[config.mk]
export PLATFORM = sky130hd
export DESIGN_NAME = full_adder
export DESIGN_NICKNAME = d
export VERILOG_FILES = /design/src/rtl/full_adder_pkg.sv /design/src/rtl/full_adder_fa_cell.sv /design/src/rtl/full_adder.sv
export SDC_FILE = /design/constraint.sdc
export NUM_CORES = 1
export LEC_CHECK = 0
export BUFFER_PORTS_ARGS = -buffer_cell sky130_fd_sc_hd__buf_2
export CAP_MARGIN = 15
export CORE_AREA = 2 2 39 41
export CTS_CLUSTER_SIZE = 8
export DETAILED_ROUTE_END_ITERATION = 16
export DIE_AREA = 0 0 41 43
export GPL_TIMING_DRIVEN = 0
export PLACE_DENSITY = 0.3
export RECOVER_POWER = 50
export SKIP_LAST_GASP = 1
export SLEW_MARGIN = 20
export SYNTH_ARGS = -nofsm -noshare
export SYNTH_HDL_FRONTEND = slang
export SYNTH_SLANG_ARGS = --single-unit
[constraint.sdc]
create_clock -name clk -period 1.5 [get_ports clk]
set_input_delay 0.075 -clock clk [delete_from_list [all_inputs] [get_ports clk]]
set_output_delay 0.075 -clock clk [all_outputs]
set_load 0.1 [all_outputs]
[src/rtl/full_adder_pkg.sv]
// Shared constants for the registered ripple-carry adder.
package full_adder_pkg;

  localparam int FA_WIDTH_DEFAULT = 1;
  localparam int FA_WIDTH_MAX     = 64;

endpackage : full_adder_pkg

[src/rtl/full_adder_fa_cell.sv]
// One-bit combinational full-adder cell; chained by full_adder into a ripple carry.
module fa_cell (
  input  logic a,
  input  logic b,
  input  logic cin,
  output logic s,
  output logic co
);

  assign s  = a ^ b ^ cin;
  assign co = (a & b) | (a & cin) | (b & cin);

endmodule : fa_cell

[src/rtl/full_adder.sv]
// Registered WIDTH-bit adder: {cout,sum} = a + b + c, one-cycle latency, one result per clock.
module full_adder
  import full_adder_pkg::*;
#(
  parameter int WIDTH = FA_WIDTH_DEFAULT
) (
  input  logic             clk,
  input  logic             rst_n,
  input  logic [WIDTH-1:0] a,
  input  logic [WIDTH-1:0] b,
  input  logic             c,
  input  logic             in_valid,
  output logic [WIDTH-1:0] sum,
  output logic             cout,
  output logic             out_valid
);

  if (WIDTH < 1 || WIDTH > FA_WIDTH_MAX) begin : g_bad_width
    $error("full_adder: WIDTH=%0d outside 1..%0d", WIDTH, FA_WIDTH_MAX);
  end

  // Operands are forced to zero when idle so undriven/unknown inputs never reach the chain.
  logic [WIDTH-1:0] w_a;
  logic [WIDTH-1:0] w_b;
  logic [WIDTH:0]   w_carry;
  logic [WIDTH-1:0] w_sum;

  assign w_a        = a & {WIDTH{in_valid}};
  assign w_b        = b & {WIDTH{in_valid}};
  assign w_carry[0] = c & in_valid;

  for (genvar i = 0; i < WIDTH; i++) begin : g_bit
    fa_cell u_cell (
      .a   (w_a[i]),
      .b   (w_b[i]),
      .cin (w_carry[i]),
      .s   (w_sum[i]),
      .co  (w_carry[i+1])
    );
  end

  logic [WIDTH-1:0] r_sum;
  logic             r_cout;
  logic             r_out_valid;

  always_ff @(posedge clk) begin
    if (!rst_n) begin
      r_sum       <= '0;
      r_cout      <= 1'b0;
      r_out_valid <= 1'b0;
    end else begin
      r_out_valid <= in_valid;
      if (in_valid) begin
        r_sum  <= w_sum;
        r_cout <= w_carry[WIDTH];
      end
    end
  end

  assign sum       = r_sum;
  assign cout      = r_cout;
  assign out_valid = r_out_valid;

endmodule : full_adder

==> reports/results.txt <==
status: complete, no violations
MaxCap Viol Count: 0
Final Hold Viols: 0
post-synthesis mux area share: 0.140
Comb power frac: 0.216
CP Buf/Inv Count: 1
Die Y: 43 um
clock share of power: 0.490
syn_area_per_cell: 11.9 sq um
Ports: 9
Setup crit end kind: output port
GPL Wtd Cong: 0.586
Synth Net Count: 19
Power Internal: 202 uW
critical path arrival: 0.97 ns
# diodes: 0
Required @ worst endpoint: 1.42 ns
delay-heaviest family, CP: buffers and inverters
Max Clk Rate: 954 MHz
crit-path max cell delay: 0.42 ns
CP Class: register to output port
Pleak: 0.000109 uW
Post-CTS Setup Bufs: 0
Root Buffer: clkbuf_4
vias in the first global route: 131
setup repair after global routing missed its margin: no
initial core utilization: 0.103
H-tree depth: 1
synthesized netlist cell count: 12
sw frac: 0.313
gr ovfl total: 0
kind of path behind the tightest hold check: primary input to register
die area: 1760 sq um
clk slew on worst S/H paths: 0.04 ns
pwr dens: 1290 nW/um^2
row count: 14
fin nets: 32
period utilization: 0.699
drt pass-1 iters: 2
share of cells above drive strength 1: 0.583
# DRC: 0
hold slack: 0.0878 ns
clock skew: 0 ns
setup_tns: 0 ns
Total Wirelength: 299 um
Slew headroom: 0.678
post-synthesis simple-gate area fraction: 0.298
DR iter-0 viols: 1
CTS tree: yes
synthesis-to-finish area growth: 59.6%
largest net degree at the start of global routing: 7
library cells used by synthesis: 5
CTS sink cnt: 3
cts bufs inserted: 3
final setup fails: 0
Seq/Total Area, Yosys: 0.421
Vias: 116
initial antenna violation count: 0
die outline width: 41 um
main combinational cell family by area after synthesis: simple AND/OR/NAND/NOR gates
GRT Total Usage: 0.0523
crit-path cells: buf_2
Least-Margin Pin Slew: 0.486 ns
Port Buffers: 8
worst-path fanout max: 2
Seq cells post-synth: 3
combined area of all synthesized cells: 143 sq um
post-layout min period: 1.05 ns
vias per inst: 2.90
Placeable Area: 1380 sq um
Clock Path Buffers: 2
Worst setup SP type: register
Final HPWL DP: 225 um
cts hold-fix bufs: 0
CP max stage cell: buf_2
VDD IR max: 318 uV
Skew-Pair Late Insertion Delay: 0.23 ns
Slew Viols, Final: 0
DRT antenna net count: 0
average wire per standard cell: 7.48 um
first-pass GRT wire length: 524 um
Synth Area in Compound Gates: 0
switching power: 92.1 uW
Flop pwr share: 0.295
Post-CTS Resized: 0
Synth Area in XOR/XNOR: 0
adder-cell share of the synthesized area: 0.140
Synthesis Warnings: 0
cell usage in the layout (no fill, tap or decap):
cell | synthesis | routed
buf_2 | 0 | 7
fa_1 | 1 | 1
nor2b_1 | 2 | 2
dfxtp_1 | 3 | 3
mux2i_1 | 2 | 2
clkbuf_4 | 0 | 3
and2_2 | 4 | 4
clkbuf_1 | 0 | 2
layer usage:
| layer | vias to the layer above | GRT usage | share of wire |
|---|---|---|---|
| li1 | 63 | - | - |
| met1 | 44 | 0.0613 | 0.52 |
| met4 | 0 | 0.0600 | 0 |
| met2 | 9 | 0.0469 | 0.26 |
| met3 | 0 | 0.0471 | 0.22 |
| met5 | - | 0 | 0 |
synthesized netlist by cell type:
| cell | instances | area, sq um |
|---|---|---|
| and2_2 | 4 | 30.0 |
| dfxtp_1 | 3 | 60.1 |
| mux2i_1 | 2 | 20.0 |
| nor2b_1 | 2 | 12.5 |
| fa_1 | 1 | 20.0 |
metrics by stage:
| step | area, sq um | power [uW] | instances | setup slack (ns) | util |
|---|---|---|---|---|---|
| 6_report | 228 | 294 | 40 | 0.452 | 0.165 |
| 5_1_grt | 228 | 315 | 40 | 0.399 | 0.165 |
| 4_1_cts | 229 | 304 | 40 | 0.439 | 0.165 |
| 3_5_place_dp | 203 | 152 | 36 | 0.304 | 0.146 |
| 3_3_place_gp | 203 | 152 | 36 | 0.318 | 0.146 |
| 2_1_floorplan | 143 | 137 | 12 | 0.239 | - |
sequential cells by signal (all words and copies together), names as in the netlist:
| register | flops |
|---|---|
| sum | 1 |
| out_valid | 1 |
| cout | 1 |
area by class of cell:
type / instances / area, sq um
Fill cell: 159 / 1160
Multi-Input combinational cell: 9 / 82.6
Sequential cell: 3 / 60.1
Timing Repair Buffer: 8 / 38.8
Clock buffer: 4 / 26.3
Tap cell: 16 / 20.0
cells by family (layout without fill, tap and decap cells):
logic type,count (synthesis),in the layout
multiplexers,2,2
adder cells (fa/ha/maj),1,1
AND/OR/NAND/NOR,6,6
flip-flops,3,3
buffers and inverters,0,12
power by group through the flow:
stage	Clock [uW]	Combinational (uW)	Sequential, uW
5_1_grt	159	68.6	87.5
2_1_floorplan	0	14.4	123
3_5_place_dp	0	64.5	88.0
3_3_place_gp	0	63.5	88.0
4_1_cts	153	64.5	86.9
6_report	144	63.5	86.8
path summary, 6_finish.rpt:
kind	from	end	slack, ns	cells after the start
setup / recovery	cout	cout	0.45	1
hold / removal	rst_n	out_valid	0.09	2
hold reg to reg	sum	sum	0.52	2
setup reg to reg	sum	sum	0.91	2
(Power assumes the default switching activity.)
